[src/rtl/cv32e40s_alert_escalation.sv]
// cv32e40s_alert_escalation: classifies hardening errors as major/minor, leaks a minor-event bucket, escalates to the controller via req/ack and locks until reset
module cv32e40s_alert_escalation #(
  parameter int MINOR_THRESHOLD = 4,
  parameter int DECAY_CYCLES    = 1024
) (
  input  logic       clk,
  input  logic       rst_n,
  input  logic       pc_err_i,
  input  logic       csr_err_i,
  input  logic       itf_int_err_i,
  input  logic       rf_ecc_err_i,
  input  logic       lfsr_lockup_i,
  input  logic       bus_fault_i,
  input  logic       escalate_ack_i,
  output logic       alert_major_o,
  output logic       alert_minor_o,
  output logic       escalate_req_o,
  output logic [4:0] err_cause_o,
  output logic [3:0] minor_cnt_o,
  output logic       locked_o
);
  typedef enum logic [1:0] {IDLE, ESC_REQ, LOCKED} state_e;
  localparam logic [3:0]  TH = 4'(MINOR_THRESHOLD);
  localparam logic [15:0] DC = 16'(DECAY_CYCLES - 1);
  state_e      state_q, state_d;
  logic [3:0]  cnt_q, cnt_d;
  logic [15:0] tmr_q, tmr_d;
  logic [4:0]  cause_q, cause_d;
  logic        major_q, major_d, req_q, req_d, lock_q, lock_d, minor_q, minor_d;
  logic        idle, major_hit, minor_hit, promo, decay, esc;
  always_comb begin
    idle      = state_q == IDLE;
    major_hit = pc_err_i | csr_err_i | itf_int_err_i | rf_ecc_err_i;
    minor_hit = lfsr_lockup_i | bus_fault_i;
    promo     = idle && minor_hit && (cnt_q + 4'd1 == TH);
    decay     = idle && !minor_hit && cnt_q != 4'd0 && tmr_q == DC;
    esc       = idle && (major_hit || promo);
    cnt_d     = !idle ? cnt_q : minor_hit ? cnt_q + 4'd1 : decay ? cnt_q - 4'd1 : cnt_q;
    tmr_d     = !idle ? tmr_q : (minor_hit || decay || cnt_q == 4'd0) ? 16'd0 : tmr_q + 16'd1;
    state_d   = esc ? ESC_REQ : (state_q == ESC_REQ && escalate_ack_i) ? LOCKED : state_q;
    cause_d   = esc ? {promo, rf_ecc_err_i, itf_int_err_i, csr_err_i, pc_err_i} : cause_q;
    major_d   = state_d != IDLE;
    req_d     = state_d == ESC_REQ;
    lock_d    = state_d == LOCKED;
    minor_d   = minor_hit;
  end
  always_ff @(posedge clk) begin
    if (!rst_n) begin
      state_q <= IDLE;
      cnt_q   <= '0;
      tmr_q   <= '0;
      cause_q <= '0;
      major_q <= 1'b0;
      req_q   <= 1'b0;
      lock_q  <= 1'b0;
      minor_q <= 1'b0;
    end else begin
      state_q <= state_d;
      cnt_q   <= cnt_d;
      tmr_q   <= tmr_d;
      cause_q <= cause_d;
      major_q <= major_d;
      req_q   <= req_d;
      lock_q  <= lock_d;
      minor_q <= minor_d;
    end
  end
  assign alert_major_o  = major_q;
  assign alert_minor_o  = minor_q;
  assign escalate_req_o = req_q;
  assign err_cause_o    = cause_q;
  assign minor_cnt_o    = cnt_q;
  assign locked_o       = lock_q;
endmodule

[config.mk]
export PLATFORM = sky130hd
export DESIGN_NAME = cv32e40s_alert_escalation
export DESIGN_NICKNAME = d
export VERILOG_FILES = /design/src/rtl/cv32e40s_alert_escalation.sv
export SDC_FILE = /design/constraint.sdc
export NUM_CORES = 1
export LEC_CHECK = 0
export ABC_AREA = 1
export BUFFER_PORTS_ARGS = -buffer_cell sky130_fd_sc_hd__buf_4
export CORE_MARGIN = 3
export CORE_UTILIZATION = 45
export DETAILED_ROUTE_END_ITERATION = 6
export GPL_ROUTABILITY_DRIVEN = 0
export PLACE_DENSITY = 0.71
export SLEW_MARGIN = 5
export SYNTH_ARGS = -nofsm -noshare
export SYNTH_HDL_FRONTEND = slang
export SYNTH_SLANG_ARGS = --single-unit
[constraint.sdc]
create_clock -name clk -period 2.9 [get_ports clk]
set_clock_uncertainty 0.15 [all_clocks]
set_input_delay 0.435 -clock clk [delete_from_list [all_inputs] [get_ports clk]]
set_output_delay 0.435 -clock clk [all_outputs]
set_load 0.005 [all_outputs]
==> results_dict.tcl <==
set metrics [dict create \
    worstPathArrival_ns 1.88 \
    synthesis.nets 231 \
    holdBufCountCts 0 \
    grt_antenna_before_repair 0 \
    grt_pass1_wl_mm 5.46 \
    p_leak_nw 0.778 \
    grt_use_total 0.164 \
    antennaDiodeCount 0 \
    drt_iter0_drc 80 \
    cts-root-buf "clkbuf_4" \
    worstPathMaxFanout 7 \
    startpoint_type "flop" \
    io_pins 22 \
    grt_overflow 0 \
    synth_warnings 0 \
    clock.fmax_ghz 0.557 \
    wl_mm 2.99 \
    setup_viol 0 \
    clk_pin_slew_ns 0.10 \
    coreArea_sq_mm 0.00318 \
    rsz0062_at_grt "no" \
    fp.dieH_um 64.8 \
    ctsResizeCount 0 \
    vias 1370 \
    syn_inst 217 \
    finalNetCount 258 \
    worstMarginPinSlew_ns 0.493 \
    avgSynthCellArea_sq_um 7.17 \
    worstSetupStartpoint "minor_cnt_o[0]" \
    hold_class "in -> reg" \
    required_ns 2.99 \
    clock_path_buffers 2 \
    insertion_delay_ns 0.33 \
    ys_seq_elements 31 \
    yosys.area.top_type "dfxtp_1" \
    hp-start "rf_ecc_err_i" \
    vdd_drop_max_mv 0.302 \
    avgRoutedWirePerCell_um 10.3 \
    cts_setup_buffers 0 \
    first_pass_iters 7 \
    regArea_sq_um 621 \
    maxSlewViolCount 0 \
    area_growth_pct 17.6 \
    maxSlewHeadroom 0.670 \
    synth_cell_types 27 \
    die_area_sq_mm 0.00420 \
    worstReg2RegStart "minor_cnt_o[0]" \
    clkSinkCount 31 \
    end_kind "flop" \
    hpwl_mm 2.26 \
    p_per_area_mw_per_mm2 514 \
    report.final.hold_viol_count 0 \
    die_x_um 64.8 \
    vias_per_cell 4.74 \
    drc_errors 0 \
    yosys-top-cells-area "dfxtp_1 (40%), nand2_1 (11%), nor2_1 (9.9%)" \
    first_global_vias 1238 \
    fin_util 0.576 \
    multiInputGateArea_sq_um 816 \
    mostFrequentLayoutCell "nand2_1" \
    grt_max_degree 17 \
    tns_ns 0 \
    nFillCells 307 \
    final_cell_mix "nand2_1 (47), nor2_1 (41), dfxtp_1 (31)" \
    tritoncts "done" \
    drv_cap 0 \
    period_minus_slack_ns 1.80 \
    status "complete, no violations" \
    portBuffers 21 \
    rows 20 \
    htree_levels 2 \
    antenna_left 0 \
    fin_crit_sh 0.619 \
    synth.top_cell.area_share 0.399 \
    initial_core_util 0.490 \
    cts_buffers 5 \
    netlist_area_sq_mm 0.00156 \
    drive_gt1_frac 0.176 \
    worstSetupPathType "reg -> reg" \
    ys_seq_area_frac 0.399 \
]
[registers in the layout, summed over array words and instances, names as in the netlist]
signal,cells
err_cause_o,5
alert_major_o,1
tmr_q,16
minor_cnt_o,4
escalate_req_o,1
alert_minor_o,1
locked_o,1
state_q,2
[cell families (layout without fill, tap and decap cells)]
group | after synthesis | after routing | share of synthesized area
flip-flops | 31 | 31 | 0.399
multiplexers | 1 | 1 | 0.00643
AO/OA/AOI/OAI | 17 | 17 | 0.0587
XOR/XNOR | 8 | 8 | 0.0450
adder cells (fa/ha/maj) | 5 | 5 | 0.0402
AND/OR/NAND/NOR | 126 | 126 | 0.374
buffers and inverters | 29 | 57 | 0.0772
[per-layer routing]
metal  up-vias  wire length [um]  track usage
li1        742                 -            -
met1       595              1520        0.227
met2        26              1270        0.240
met3         7               147       0.0399
met4         0                47       0.0765
met5         -                 0            0
[per-stage QoR]
| step | hold slack (ns) | setup slack, ns | std cells | power [mW] | instance area (sq um) |
|---|---|---|---|---|---|
| finish | 0.230 | 1.10 | 289 | 0.941 | 1830 |
| global route | 0.218 | 0.929 | 289 | 0.998 | 1830 |
| CTS | 0.221 | 1.09 | 289 | 0.952 | 1830 |
| detailed placement | 0.309 | 1.11 | 281 | 0.662 | 1760 |
| global placement | 0.303 | 1.13 | 281 | 0.661 | 1760 |
| floorplan | 0.306 | 1.23 | 217 | 0.601 | 1560 |
[power breakdown]
group	switching [mW]	internal, mW
Sequential	0.0222	0.449
Clock	0.149	0.142
Combinational	0.102	0.0772
Total	0.273	0.668
[final cells by class]
type	count	share of cell area
multi-input cells	157	0.446
flip-flops and latches	31	0.339
repair buffers	22	0.0902
inverters	27	0.0554
clock buffers	7	0.0355
well taps	44	0.0301
clock inverters	1	0.00410
[final timing paths]
path              slack [ns]              to  cells past startpoint
hold reg to reg         0.32  err_cause_o[0]                      2
setup / recovery        1.10  minor_cnt_o[1]                     10
hold / removal          0.23  err_cause_o[3]                      3
setup reg to reg        1.10  minor_cnt_o[1]                     10
[cell usage after synthesis (all sizes together)]
library cell and number:
buf 2, o22ai 3, and3 1, a21oi 9, nand3 18, nand2 54
mux2i 1, nor3 2, nor2 44, dfxtp 31, o21ai 4, ha 5
xor2 5, nand4 6, o21bai 1, nor3b 1, inv 26, clkinv 1
xnor2 3
[worst max-delay path, cell delays in order, from the launching register on]
cell and delay, ns:
dfxtp_1 0.46, inv_1 0.15, ha_1 0.21, nand2_1 0.07, nor2_1 0.05, nor2_1 0.19
nand3_4 0.13, nand2_2 0.13, nand2_1 0.07, nand2_1 0.07, nor2_1 0.04
(Power assumes the default switching activity.)
